<file path="config.mk">
export PLATFORM = sky130hd
export DESIGN_NAME = load_unit
export DESIGN_NICKNAME = d
export VERILOG_FILES = /design/src/rtl/load_pkg.sv /design/src/rtl/load_extract.sv /design/src/rtl/load_unit.sv
export SDC_FILE = /design/constraint.sdc
export NUM_CORES = 1
export LEC_CHECK = 0
export BUFFER_PORTS_ARGS = -buffer_cell sky130_fd_sc_hd__buf_2
export CORE_UTILIZATION = 50
export CTS_BUF_LIST = sky130_fd_sc_hd__clkbuf_8
export CTS_CLUSTER_SIZE = 10
export DETAILED_ROUTE_END_ITERATION = 7
export PLACE_DENSITY = 0.83
export SLEW_MARGIN = 20
export SYNTH_ARGS = -nofsm -noshare
export SYNTH_HDL_FRONTEND = slang
export SYNTH_SLANG_ARGS = --single-unit
</file>
<file path="constraint.sdc">
create_clock -name clk -period 3.1 [get_ports clk]
set_input_delay 0.465 -clock clk [delete_from_list [all_inputs] [get_ports clk]]
set_output_delay 0.465 -clock clk [all_outputs]
set_load 0.005 [all_outputs]
</file>
<file path="src/rtl/load_pkg.sv">
// Shared types, op codes and command-decode helpers for the load unit.
package load_pkg;

    typedef enum logic [1:0] {
        IDLE = 2'd0,
        REQ  = 2'd1,
        WAIT = 2'd2
    } state_t;

    localparam logic [2:0] OP_LB  = 3'd0;
    localparam logic [2:0] OP_LH  = 3'd1;
    localparam logic [2:0] OP_LW  = 3'd2;
    localparam logic [2:0] OP_LBU = 3'd4;
    localparam logic [2:0] OP_LHU = 3'd5;

    // en is packed {lhu, lbu, lw, lh, lb}; legal only when exactly one bit is set.
    function automatic logic one_hot5(input logic [4:0] en);
        return (en != 5'b0) && ((en & (en - 5'd1)) == 5'b0);
    endfunction

    function automatic logic [2:0] encode_op(input logic [4:0] en);
        logic [2:0] op;
        op = OP_LB;
        if (en[1]) op = OP_LH;
        if (en[2]) op = OP_LW;
        if (en[3]) op = OP_LBU;
        if (en[4]) op = OP_LHU;
        return op;
    endfunction

endpackage

</file>
<file path="src/rtl/load_extract.sv">
// Combinational byte-lane select and sign/zero extension of a little-endian read word.
module load_extract
    import load_pkg::*;
(
    input  logic [2:0]  op,
    input  logic [1:0]  off,
    input  logic [31:0] rdata,
    output logic [31:0] data
);

    logic signed [7:0]  byte_sel;
    logic signed [15:0] half_sel;

    always_comb begin
        byte_sel = rdata[7:0];
        case (off)
            2'd1:    byte_sel = rdata[15:8];
            2'd2:    byte_sel = rdata[23:16];
            2'd3:    byte_sel = rdata[31:24];
            default: byte_sel = rdata[7:0];
        endcase
        half_sel = off[1] ? rdata[31:16] : rdata[15:0];

        data = rdata;
        case (op)
            OP_LB:   data = {{24{byte_sel[7]}}, byte_sel};
            OP_LBU:  data = {24'b0, byte_sel};
            OP_LH:   data = {{16{half_sel[15]}}, half_sel};
            OP_LHU:  data = {16'b0, half_sel};
            default: data = rdata;
        endcase
    end

endmodule

</file>
<file path="src/rtl/load_unit.sv">
// Load unit: one word read over req/gnt/rvalid, then lane extract and extend to writeback.
// Define LOAD_MISALIGN_TRAP_EN to reject misaligned LH/LHU/LW with load_err instead of issuing them.
module load_unit
    import load_pkg::*;
#(
    parameter int ADDR_W  = 32,
    parameter int TIMEOUT = 15
) (
    input  logic              clk,
    input  logic              rst,
    input  logic              lb_en,
    input  logic              lh_en,
    input  logic              lw_en,
    input  logic              lbu_en,
    input  logic              lhu_en,
    input  logic [ADDR_W-1:0] ld_addr,
    output logic              ld_ready,
    output logic              mem_req,
    output logic [ADDR_W-1:0] mem_addr,
    input  logic              mem_gnt,
    input  logic              mem_rvalid,
    input  logic [31:0]       mem_rdata,
    output logic [31:0]       load_data,
    output logic              load_valid,
    output logic              load_err
);

    localparam int CNT_W = (TIMEOUT < 2) ? 1 : $clog2(TIMEOUT);

    state_t           state, state_nxt;
    logic [2:0]       op_p0;
    logic [1:0]       off_p0;
    logic [CNT_W-1:0] cnt;
    logic [4:0]       en;
    logic [2:0]       op_in;
    logic             misalign, accept, reject, timeout_hit;
    logic [31:0]      ext_data;

    assign en    = {lhu_en, lbu_en, lw_en, lh_en, lb_en};
    assign op_in = encode_op(en);

`ifdef LOAD_MISALIGN_TRAP_EN
    assign misalign = (((op_in == OP_LH) || (op_in == OP_LHU)) && ld_addr[0]) ||
                      ((op_in == OP_LW) && (ld_addr[1:0] != 2'b00));
`else
    assign misalign = 1'b0;
`endif

    // Any command that is seen in IDLE but cannot be issued becomes a one-cycle error.
    assign accept      = (state == IDLE) && one_hot5(en) && !misalign;
    assign reject      = (state == IDLE) && (en != 5'b0) && !accept;
    assign timeout_hit = (state == WAIT) && !mem_rvalid && (cnt == CNT_W'(TIMEOUT - 1));

    load_extract u_extract (
        .op    (op_p0),
        .off   (off_p0),
        .rdata (mem_rdata),
        .data  (ext_data)
    );

    always_ff @(posedge clk or posedge rst) begin
        if (rst) state <= IDLE;
        else     state <= state_nxt;
    end

    always_comb begin
        state_nxt = state;
        ld_ready  = 1'b0;
        mem_req   = 1'b0;
        case (state)
            IDLE: begin
                ld_ready = 1'b1;
                if (accept) state_nxt = REQ;
            end
            REQ: begin
                mem_req = 1'b1;
                if (mem_gnt) state_nxt = WAIT;
            end
            WAIT: begin
                if (mem_rvalid || timeout_hit) state_nxt = IDLE;
            end
            default: state_nxt = IDLE;
        endcase
    end

    // Command capture, wait counter and registered result
    always_ff @(posedge clk or posedge rst) begin
        if (rst) begin
            mem_addr   <= '0;
            op_p0      <= OP_LB;
            off_p0     <= 2'b00;
            cnt        <= '0;
            load_data  <= '0;
            load_valid <= 1'b0;
            load_err   <= 1'b0;
        end else begin
            load_valid <= 1'b0;
            load_err   <= reject;
            if (accept) begin
                mem_addr <= {ld_addr[ADDR_W-1:2], 2'b00};
                op_p0    <= op_in;
                off_p0   <= ld_addr[1:0];
            end
            if ((state == REQ) && mem_gnt) cnt <= '0;
            if (state == WAIT) begin
                if (mem_rvalid) begin
                    load_data  <= ext_data;
                    load_valid <= 1'b1;
                end else if (timeout_hit) begin
                    load_data <= '0;
                    load_err  <= 1'b1;
                end else begin
                    cnt <= cnt + CNT_W'(1);
                end
            end
        end
    end

endmodule

</file>
==> flow_metrics.env, run 1 <==
export IMPL_drc=0
export IMPL_gr_usage_met2=0.4150
export IMPL_clock_skew_final_ns=0.01306
export IMPL_clk_latency_ns=0.35
export IMPL_power_density_mw_per_mm2=867.9
export IMPL_yosys_area_share_simple=0.1017
export IMPL_antenna_found_initial=0
export IMPL_cts_tree="yes"
export IMPL_critPathRequiredTime_ns=3.39
export IMPL_avgSynthCellArea_um2=11.44
export IMPL_rows=29
export IMPL_gr_total_overflow=0
export IMPL_grt_pass1_vias=2873
export IMPL_drtIter0Drc=203
export IMPL_synth_area_mm2=0.003445
export IMPL_ys_flop_type="dfrtp_1"
export IMPL_clock_sinks=75
export IMPL_cp_endpoint="load_data[21]"
export IMPL_die_w_um=85
export IMPL_ys_seq_area_frac=0.5449
export IMPL_via_per_inst=5.703
export IMPL_crit_type="register to register"
export IMPL_globalplace_congestion=0.8920
export IMPL_leakage_nw=2.173
export IMPL_fin_crit_ns=2.162
export IMPL_tightest_slew_ns=0.7008
export IMPL_synthCells=301
export IMPL_rr_endpoint="load_data[21]"
export IMPL_cts_repair_resized=0
export IMPL_cts_root_buf="clkbuf_8"
export IMPL_io_pins=141
export IMPL_die_area_mm2=0.007225
export IMPL_top_usage_layer="met2"
export IMPL_synth_cell_types=45
export IMPL_rsz0062_at_grt="false"
export IMPL_yosysWarnings=0
export IMPL_max_freq_ghz=0.4626
export IMPL_cp_data_arrival_time_ns=2.45
export IMPL_htreeDepth=3
export IMPL_setup_viol=0
export IMPL_wl_per_cell_um=16.38
export IMPL_critPathLaunch="off_p0[1]"
export IMPL_grt_use_total=0.2444
export IMPL_path_max_fanout=23
export IMPL_ant_nets=0
export IMPL_relSlewSlack=0.5328
export IMPL_clkTransAtPathRegs_ns=0.08
export IMPL_synth_edf_count=0
export IMPL_use_met1=0.3082
export IMPL_r2r_start="off_p0[1]"
export IMPL_use_met3=0.05447
export IMPL_area_growth_pct=28.08
export IMPL_r2r_slack_ns=0.94
export IMPL_crit_path_cell_trace="a21oi_1, a32o_2, a2111oi_4, buf_4, a221o_1"
export IMPL_clock_tree_buffer_depth=2
export IMPL_grt_max_degree=76
export IMPL_irDropWorstVdd_uv=539.4
export IMPL_endpoint_kind="register"
export IMPL_cts_inserted_buffers=9
export IMPL_min_period_over_period=0.6974
export IMPL_finalPower_mw=3.829
export IMPL_core_area_mm2=0.006495
export IMPL_hold_violations=0
export IMPL_synth_xor_area_share=0.002543
export IMPL_cts_hold_buffers=0
export IMPL_n_antenna_cell=0
export IMPL_ys_ff_latch=75
export IMPL_cp_slowest_cell="dfrtp_1"
export IMPL_start_util=0.5303
export IMPL_max_cap_viol_count=0
export IMPL_post_cts_setup_buffer_count=0
export IMPL_first_pass_iters=5
export IMPL_die_height_um=85
export IMPL_rr_worst_depth=5
export IMPL_layout_drive_gt1_share=0.4762
export IMPL_synthArstFlopShare=1.000
export IMPL_portBuffers=138
export IMPL_synth_mux_area_frac=0.1235
export IMPL_grt_first_pass_wirelength_mm=13.72
export IMPL_drt_wl_total_mm=8.487
export IMPL_start_kind="register"
export IMPL_synthAdderAreaFrac=0.007265
export IMPL_dp_hpwl_mm=6.152
export IMPL_tns_ns=0
export IMPL_synth_top_family_by_area="compound AO/OA/AOI/OAI gates"
export IMPL_synth_compound_area_frac=0.1798
export IMPL_whs_ns=0.1750
export IMPL_nNetsFinal=511
export IMPL_finalMaxSlewViolations=0
export IMPL_critPathMaxStageDelay_ns=0.80
export IMPL_vias=2954
export IMPL_status="completed"
export IMPL_hp_class="input pin to asynchronous set/reset pin"
-- power breakdown --
| group | switching, mW | total [mW] | internal, mW |
|---|---|---|---|
| registers | 0.283 | 1.66 | 1.38 |
| clock network | 0.380 | 0.839 | 0.458 |
| logic | 0.602 | 1.33 | 0.726 |
-- worst max-delay path: cells and delay by family (launching register included) --
family | cells | cell delay, ns
compound gates | 4 | 1.03
buf+inv | 1 | 0.27
flops | 1 | 0.80
-- stage by stage --
stage	utilization	worst slack, ns	std cells	cell area, um2
6_report	0.6793	0.9382	518	4412
5_1_grt	0.6793	0.7712	518	4412
3_5_place_dp	0.6448	0.7618	502	4188
4_1_cts	0.6793	0.9301	518	4412
3_3_place_gp	0.6448	0.8704	502	4188
2_1_floorplan	-	0.7250	302	3448
-- cells by family after synthesis --
group | count (synthesis)
buffers and inverters | 29
AND/OR/NAND/NOR | 71
AO/OA/AOI/OAI | 85
multiplexers | 37
flip-flops | 75
XOR/XNOR | 1
adder cells (fa/ha/maj) | 2
other | 1
-- registers in the layout (all words and copies together), names as in the netlist --
name        flops
mem_addr       30
cnt             4
op_p0           3
load_err        1
off_p0          2
state           2
load_valid      1
load_data      32
-- cells in the mapped netlist (2+ instances only) --
master,instances,share of area
nand2b_1,8,0.015
or3_1,2,0.0036
inv_1,8,0.0087
nand2_1,27,0.029
clkbuf_1,13,0.014
ha_1,2,0.0073
or3b_1,2,0.0051
a21boi_0,6,0.013
o22ai_1,6,0.011
buf_6,2,0.0065
nor3_1,3,0.0044
nand4b_1,2,0.0051
mux2i_1,2,0.0058
nor2b_1,2,0.0036
a31oi_1,3,0.0054
buf_4,2,0.0044
nor2_1,8,0.0087
o211ai_1,4,0.0087
buf_2,3,0.0044
o31ai_1,2,0.0044
nand3_1,13,0.019
a221o_1,6,0.017
a221o_2,11,0.036
a21oi_1,5,0.0073
o21ai_0,32,0.046
mux2_2,34,0.11
dfrtp_1,75,0.54
-- cell type report --
cell class | instances | area [um2]
clock inverters | 7 | 100.1
repair buffers | 143 | 740.7
flip-flops and latches | 75 | 1877
fillers | 511 | 2083
well taps | 77 | 96.34
clock buffers | 9 | 123.9
inverters | 9 | 33.78
multi-input cells | 198 | 1440
-- per-layer routing --
layer,vias to the layer above,part of all wire,routed length [um]
met1,1418,0.40,3361
met5,-,0,0
li1,1383,-,-
met4,0,0.019,159
met3,15,0.076,643
met2,138,0.51,4322
-- how the worst min path moves through the flow --
stage                    endpoint  slack [ns]  cells after the start    startpoint
floorplan                  cnt[3]        0.44                      1        cnt[3]
global placement     load_data[4]        0.46                      2  load_data[4]
detailed placement   load_data[3]        0.47                      2  load_data[3]
CTS                 load_data[22]        0.20                      3           rst
global route        load_data[22]        0.22                      3           rst
finish              load_data[22]        0.18                      3           rst
-- cell usage in the layout (no fill, tap or decap), types with 2 or more instances in the layout --
cell / count
buf_2: 138
or3b_1: 2
nand2_1: 27
or3_1: 2
mux2_2: 34
a21boi_0: 6
conb_1: 2
buf_4: 4
a221o_2: 11
a31oi_1: 3
clkinv_4: 3
o22ai_1: 6
clkbuf_8: 9
ha_1: 2
nand3_1: 13
o31ai_1: 2
mux2i_1: 2
bufinv_16: 2
nor2_1: 8
a221o_1: 6
nor2b_1: 2
a21oi_1: 5
nor3_1: 3
dfrtp_1: 75
nand4b_1: 2
nand2b_1: 8
inv_1: 7
o211ai_1: 4
o21ai_0: 32
Power figures use the tool's default switching activity.
==> run 2, diff against run 1 <==
--- a/config.mk
+++ b/config.mk
@@ -5,12 +5,13 @@
 export SDC_FILE = /design/constraint.sdc
 export NUM_CORES = 1
 export LEC_CHECK = 0
+export ABC_AREA = 1
 export BUFFER_PORTS_ARGS = -buffer_cell sky130_fd_sc_hd__buf_2
 export CORE_UTILIZATION = 50
 export CTS_BUF_LIST = sky130_fd_sc_hd__clkbuf_8
 export CTS_CLUSTER_SIZE = 10
 export DETAILED_ROUTE_END_ITERATION = 7
-export PLACE_DENSITY = 0.83
+export PLACE_DENSITY = 0.81
 export SLEW_MARGIN = 20
 export SYNTH_ARGS = -nofsm -noshare
 export SYNTH_HDL_FRONTEND = slang
==> constraint.sdc (replaced) <==
create_clock -name clk -period 2 [get_ports clk]
set_input_delay 0.3 -clock clk [delete_from_list [all_inputs] [get_ports clk]]
set_output_delay 0.3 -clock clk [all_outputs]
set_load 0.005 [all_outputs]
==> run 2 against run 1 <==
Area after synthesis rose by 11%. Final area rose by 8.3%. Sequential share of layout area fell by 3.2 points. Die area rose by 11%. Combinational power rose by 59%. Sequential power rose by 46%. Cell count rose by 43%. Global-route usage rose by 1.6 points. Core utilization fell by 2.8 points. Register-to-register slack got worse by 0.65 ns. Total power rose by 55%. Critical endpoint is now ld_ready.
==> flow_metrics.env, run 2 <==
export IMPL_status="completed"
export IMPL_synthTopCellsByCount="214 x nand2_1, 75 x dfrtp_1, 61 x nand3_1, 41 x nor2_1, 28 x inv_1"
export IMPL_endpoint_kind="output port"
export IMPL_grt_use_total=0.2602
export IMPL_dp_hpwl_mm=7.186
export IMPL_nNetsFinal=712
export IMPL_avgSynthCellArea_um2=7.612
export IMPL_globalplace_congestion=0.9102
export IMPL_layout_commonest_cell="nand2_1"
export IMPL_yosysWarnings=0
export IMPL_synth_top_cell_area_share=0.4902
export IMPL_die_height_um=89.51
export IMPL_gr_total_overflow=0
export IMPL_clock_tree_buffer_depth=2
export IMPL_via_per_inst=5.022
export IMPL_min_period_over_period=0.8601
export IMPL_n_antenna_cell=0
export IMPL_fin_crit_ns=1.720
export IMPL_critPathLaunch="state[1]"
export IMPL_start_util=0.5223
export IMPL_start_kind="register"
export IMPL_synth_area_mm2=0.003829
export IMPL_ys_flop_type="dfrtp_1"
export IMPL_first_pass_iters=4
export IMPL_portBuffers=138
export IMPL_drt_wl_total_mm=9.835
export IMPL_max_freq_ghz=0.5814
export IMPL_rsz0062_at_grt="false"
export IMPL_vias=3711
export IMPL_ant_nets=0
export IMPL_irDropWorstVdd_uv=663.8
export IMPL_cp_data_arrival_time_ns=1.42
export IMPL_antenna_found_initial=0
export IMPL_crit_type="register to output port"
export IMPL_dp_cells=724
export IMPL_core_area_mm2=0.007331
export IMPL_clock_skew_final_ns=0.007373
export IMPL_clk_latency_ns=0.33
export IMPL_top_register="load_data"
export IMPL_clock_sinks=75
export IMPL_instances_no_fill=739
export IMPL_synth_most_common_cell="nand2_1"
export IMPL_drtIter0Drc=187
export IMPL_setup_viol=0
export IMPL_yosysTopAreaCell="dfrtp_1"
export IMPL_rows=31
export IMPL_grt_first_pass_wirelength_mm=15.70
export IMPL_synth_edf_count=0
export IMPL_largest_reg_flops=32
export IMPL_io_pins=141
export IMPL_tightest_slew_ns=0.5429
export IMPL_area_growth_pct=24.74
export IMPL_r2r_start="op_p0[0]"
export IMPL_die_area_mm2=0.008011
export IMPL_synth_cell_types=29
export IMPL_grt_max_degree=37
export IMPL_ys_ff_latch=75
export IMPL_critPathRequiredTime_ns=1.70
export IMPL_die_w_um=89.51
export IMPL_cts_tree="yes"
export IMPL_hold_path_startpoint="ld_addr[13]"
export IMPL_tns_ns=0
export IMPL_ys_seq_area_frac=0.4902
export IMPL_max_cap_viol_count=0
export IMPL_htreeDepth=3
export IMPL_hold_violations=0
export IMPL_synthArstFlopShare=1.000
export IMPL_final_cell_mix="214 x nand2_1, 138 x buf_2, 75 x dfrtp_1"
export IMPL_finalMaxSlewViolations=0
export IMPL_grt_pass1_vias=3435
export IMPL_synthCells=503
export IMPL_clkTransAtPathRegs_ns=0.08
export IMPL_finalPower_mw=5.920
export IMPL_relSlewSlack=0.6367
export IMPL_post_cts_setup_buffer_count=0
export IMPL_power_density_mw_per_mm2=1239
export IMPL_cts_inserted_buffers=9
export IMPL_whs_ns=0.1803
export IMPL_cts_root_buf="clkbuf_8"
export IMPL_wl_per_cell_um=13.31
export IMPL_path_max_fanout=28
export IMPL_drc=0
export IMPL_reg_top3="load_data x32, mem_addr x30, cnt x4"
export IMPL_utilization=0.6515
export IMPL_leakage_nw=2.861
export IMPL_ys_top_cells_by_area="dfrtp_1 49%, nand2_1 21%, nand3_1 8.0%"
export IMPL_hp_class="input pin to register"
export IMPL_layout_drive_gt1_share=0.2891
==> run 2: cell families after synthesis <==
family,after synthesis,share of synthesized area
buffers and inverters,55,0.07974
adders and majority gates,2,0.006535
AOI/OAI and AO/OA,27,0.03594
and+or+nand+nor,343,0.3866
other,1,0.0009795
DFF,75,0.4902
==> run 2: area by class of cell <==
class,count,area (um2)
clock buffers,9,123.9
clock inverters,5,103.9
fillers,676,2555
inverters,31,125.1
multi-input cells,374,1657
flip-flops and latches,75,1877
well taps,99,123.9
repair buffers,146,765.7
==> run 2: final timing paths <==
check | end | slack [ns] | depth (start not counted)
worst max-delay path | ld_ready | 0.28 | 3
worst min-delay path | mem_addr[13] | 0.18 | 3
worst max register to register | load_data[3] | 0.29 | 6
worst min register to register | load_data[20] | 0.48 | 2
max in group asynchronous | load_data[19] | 0.81 | 4
min in group asynchronous | cnt[2] | 0.55 | 3
==> run 2: critical path, cell delays in order, from the launching register on <==
cell,delay [ns]
dfrtp_1,0.40
nor2_2,0.18
buf_4,0.33
buf_2,0.17
==> run 2: metrics by stage <==
| step | worst slack, ns | area [um2] |
|---|---|---|
| detailed placement | 0.3457 | 4538 |
| global route | 0.1299 | 4776 |
| finish | 0.2799 | 4776 |
| CTS | 0.2612 | 4776 |
| global placement | 0.2860 | 4538 |
| floorplan | 0.6621 | 3836 |
==> run 2: routing by layer <==
metal | GRT usage | vias up | wire (um)
met3 | 0.04709 | 18 | 795
li1 | - | 1837 | -
met5 | 0 | - | 0
met4 | 0.1212 | 0 | 245
met2 | 0.4365 | 185 | 4589
met1 | 0.3270 | 1671 | 4204
==> run 2: what timing repair did <==
item,in CTS,in global routing
resized for setup,0,0
endpoints found under the hold margin,4,0
endpoints found under the setup margin,0,0
hold buffers,1,0
==> run 2: report_power, final <==
part           switching (mW)  total (mW)  internal (mW)
combinational            1.24        2.11          0.874
sequential              0.368        2.43           2.07
clock                   0.559        1.37          0.816
==> run 3, diff against run 2 <==
--- a/config.mk
+++ b/config.mk
@@ -7,11 +7,11 @@
 export LEC_CHECK = 0
 export ABC_AREA = 1
 export BUFFER_PORTS_ARGS = -buffer_cell sky130_fd_sc_hd__buf_2
-export CORE_UTILIZATION = 50
+export CORE_UTILIZATION = 45
 export CTS_BUF_LIST = sky130_fd_sc_hd__clkbuf_8
 export CTS_CLUSTER_SIZE = 10
 export DETAILED_ROUTE_END_ITERATION = 7
-export PLACE_DENSITY = 0.81
+export PLACE_DENSITY = 0.74
 export SLEW_MARGIN = 20
 export SYNTH_ARGS = -nofsm -noshare
 export SYNTH_HDL_FRONTEND = slang
==> constraint.sdc (replaced) <==
create_clock -name clk -period 2.15 [get_ports clk]
set_input_delay 0.3225 -clock clk [delete_from_list [all_inputs] [get_ports clk]]
set_output_delay 0.3225 -clock clk [all_outputs]
set_load 0.005 [all_outputs]
==> run 3 against run 2 <==
Register-to-register slack improved by 0.23 ns. Via count is 1.6% lower. Cell count is 0.68% higher. Total power is 10% lower. Clock skew about the same. Core utilization decreased by 7.5 points. Die area rose by 11%. Setup slack worse by 0.0065 ns. Largest power group unchanged.
==> flow_metrics.env, run 3 (synthesis results as in run 2) <==
export IMPL_min_period_over_period=0.8728
export IMPL_grt_use_total=0.2314
export IMPL_fin_crit_ns=1.877
export IMPL_rows=33
export IMPL_final_cell_mix="214 x nand2_1, 138 x buf_2, 75 x dfrtp_1"
export IMPL_whs_ns=0.06898
export IMPL_drc=0
export IMPL_irDropWorstVdd_uv=557.2
export IMPL_cp_data_arrival_time_ns=1.55
export IMPL_status="completed"
export IMPL_drtIter0Drc=146
export IMPL_critPathMaxStageDelay_ns=0.40
export IMPL_path_max_fanout=37
export IMPL_largest_reg_flops=32
export IMPL_io_pins=141
export IMPL_drt_wl_total_mm=9.560
export IMPL_clock_skew_final_ns=0.006992
export IMPL_path_delay_family="buffers and inverters"
export IMPL_htreeDepth=3
export IMPL_grt_max_degree=76
export IMPL_layout_commonest_cell="nand2_1"
export IMPL_cts_tree="yes"
export IMPL_max_freq_ghz=0.5329
export IMPL_antenna_found_initial=0
export IMPL_cts_inserted_buffers=9
export IMPL_portBuffers=138
export IMPL_gr_total_overflow=0
export IMPL_finalPower_mw=5.318
export IMPL_critPathRequiredTime_ns=1.83
export IMPL_first_pass_iters=5
export IMPL_die_area_mm2=0.008881
export IMPL_crit_path_cell_trace="nor2_2, buf_4, buf_2"
export IMPL_cts_root_buf="clkbuf_8"
export IMPL_final_area_mm2=0.004741
export IMPL_grt_first_pass_wirelength_mm=15.63
export IMPL_hp_class="input pin to asynchronous set/reset pin"
export IMPL_finalMaxSlewViolations=0
export IMPL_vias=3651
export IMPL_clock_tree_buffer_depth=2
export IMPL_cts_repair_resized=0
export IMPL_relSlewSlack=0.6532
export IMPL_leakage_nw=2.834
export IMPL_clock_sinks=75
export IMPL_via_per_inst=4.907
export IMPL_ant_nets=0
export IMPL_utilization=0.5770
export IMPL_die_height_um=94.24
export IMPL_tns_ns=0
export IMPL_max_cap_viol_count=0
export IMPL_wl_per_cell_um=12.85
export IMPL_globalplace_congestion=0.8752
export IMPL_hold_violations=0
export IMPL_critPathBufInv=2
export IMPL_die_w_um=94.24
export IMPL_nNetsFinal=709
export IMPL_n_antenna_cell=0
export IMPL_cts_hold_buffers=0
export IMPL_endpoint_kind="output port"
export IMPL_grt_pass1_vias=3389
export IMPL_nFillCells=778
export IMPL_reg_top3="load_data x32, mem_addr x30, cnt x4"
export IMPL_setup_viol=0
export IMPL_core_area_mm2=0.008217
export IMPL_crit_type="register to output port"
export IMPL_cp_slowest_cell="dfrtp_1"
export IMPL_clk_latency_ns=0.35
export IMPL_rsz0062_at_grt="false"
export IMPL_top_register="load_data"
export IMPL_power_density_mw_per_mm2=1122
export IMPL_clkTransAtPathRegs_ns=0.08
export IMPL_layout_drive_gt1_share=0.2895
export IMPL_place_area_mm2=0.004531
export IMPL_tightest_slew_ns=0.5192
export IMPL_post_cts_setup_buffer_count=0
export IMPL_dp_hpwl_mm=6.849
export IMPL_start_kind="register"
export IMPL_area_growth_pct=23.82
export IMPL_seqCellArea_mm2=0.001877
export IMPL_multiInputGateArea_mm2=0.001657
export IMPL_start_util=0.4660
==> run 3: cell types whose count changed in the layout (fill, tap and decap cells not counted) <==
cell / before / now
clkbuf_8: 9 / 11
clkinv_4: 1 / 0
inv_6: 1 / 2
bufinv_16: 3 / 1
buf_4: 6 / 4
dlygate4sd3_1: 1 / 0
clkinvlp_4: 1 / 3
==> run 3: worst paths after layout <==
kind                                    start             to  slack [ns]  depth (start not counted)
worst max-delay path                 state[1]       ld_ready        0.27                          3
worst min register to register  load_data[13]  load_data[13]        0.48                          2
worst min-delay path                      rst   load_data[4]        0.07                          3
min in group clk                      mem_gnt       state[0]        0.18                          2
worst max register to register      off_p0[1]  load_data[30]        0.52                          8
max in group asynchronous                 rst   mem_addr[28]        1.77                          3
==> run 3: power breakdown <==
part / leakage [nW] / total [mW] / internal [mW] / switching (mW)
Sequential: 0.954 / 2.25 / 1.92 / 0.326
Combinational: 1.78 / 1.94 / 0.805 / 1.13
Clock: 0.102 / 1.13 / 0.601 / 0.533
==> run 3: worst reg2reg max path, stage by stage, from the launching register on <==
cell	delay, ns
dfrtp_1	0.65
inv_2	0.16
nand2_1	0.11
nand3_1	0.09
nand2_2	0.11
nand2_4	0.10
nand2_4	0.18
nand2_1	0.10
nand2_1	0.08
==> run 3: cell type report <==
type	count	area share
well taps	105	0.02771
clock inverters	5	0.01240
flip-flops and latches	75	0.3959
clock buffers	11	0.03193
repair buffers	143	0.1562
inverters	31	0.02639
multi-input cells	374	0.3494
==> run 3: through the flow <==
step | setup WS (ns) | instances
global placement | 0.5724 | 728
detailed placement | 0.5120 | 728
CTS | 0.2506 | 744
finish | 0.2734 | 744
global route | 0.1515 | 744
floorplan | 0.8121 | 504
==> run 3: metal layers <==
layer / wire (um) / vias to the layer above / GRT usage
li1: - / 1833 / -
met1: 4067 / 1615 / 0.3032
met2: 4357 / 184 / 0.3593
met3: 884 / 19 / 0.05421
met4: 250 / 0 / 0.1090
met5: 0 / - / 0
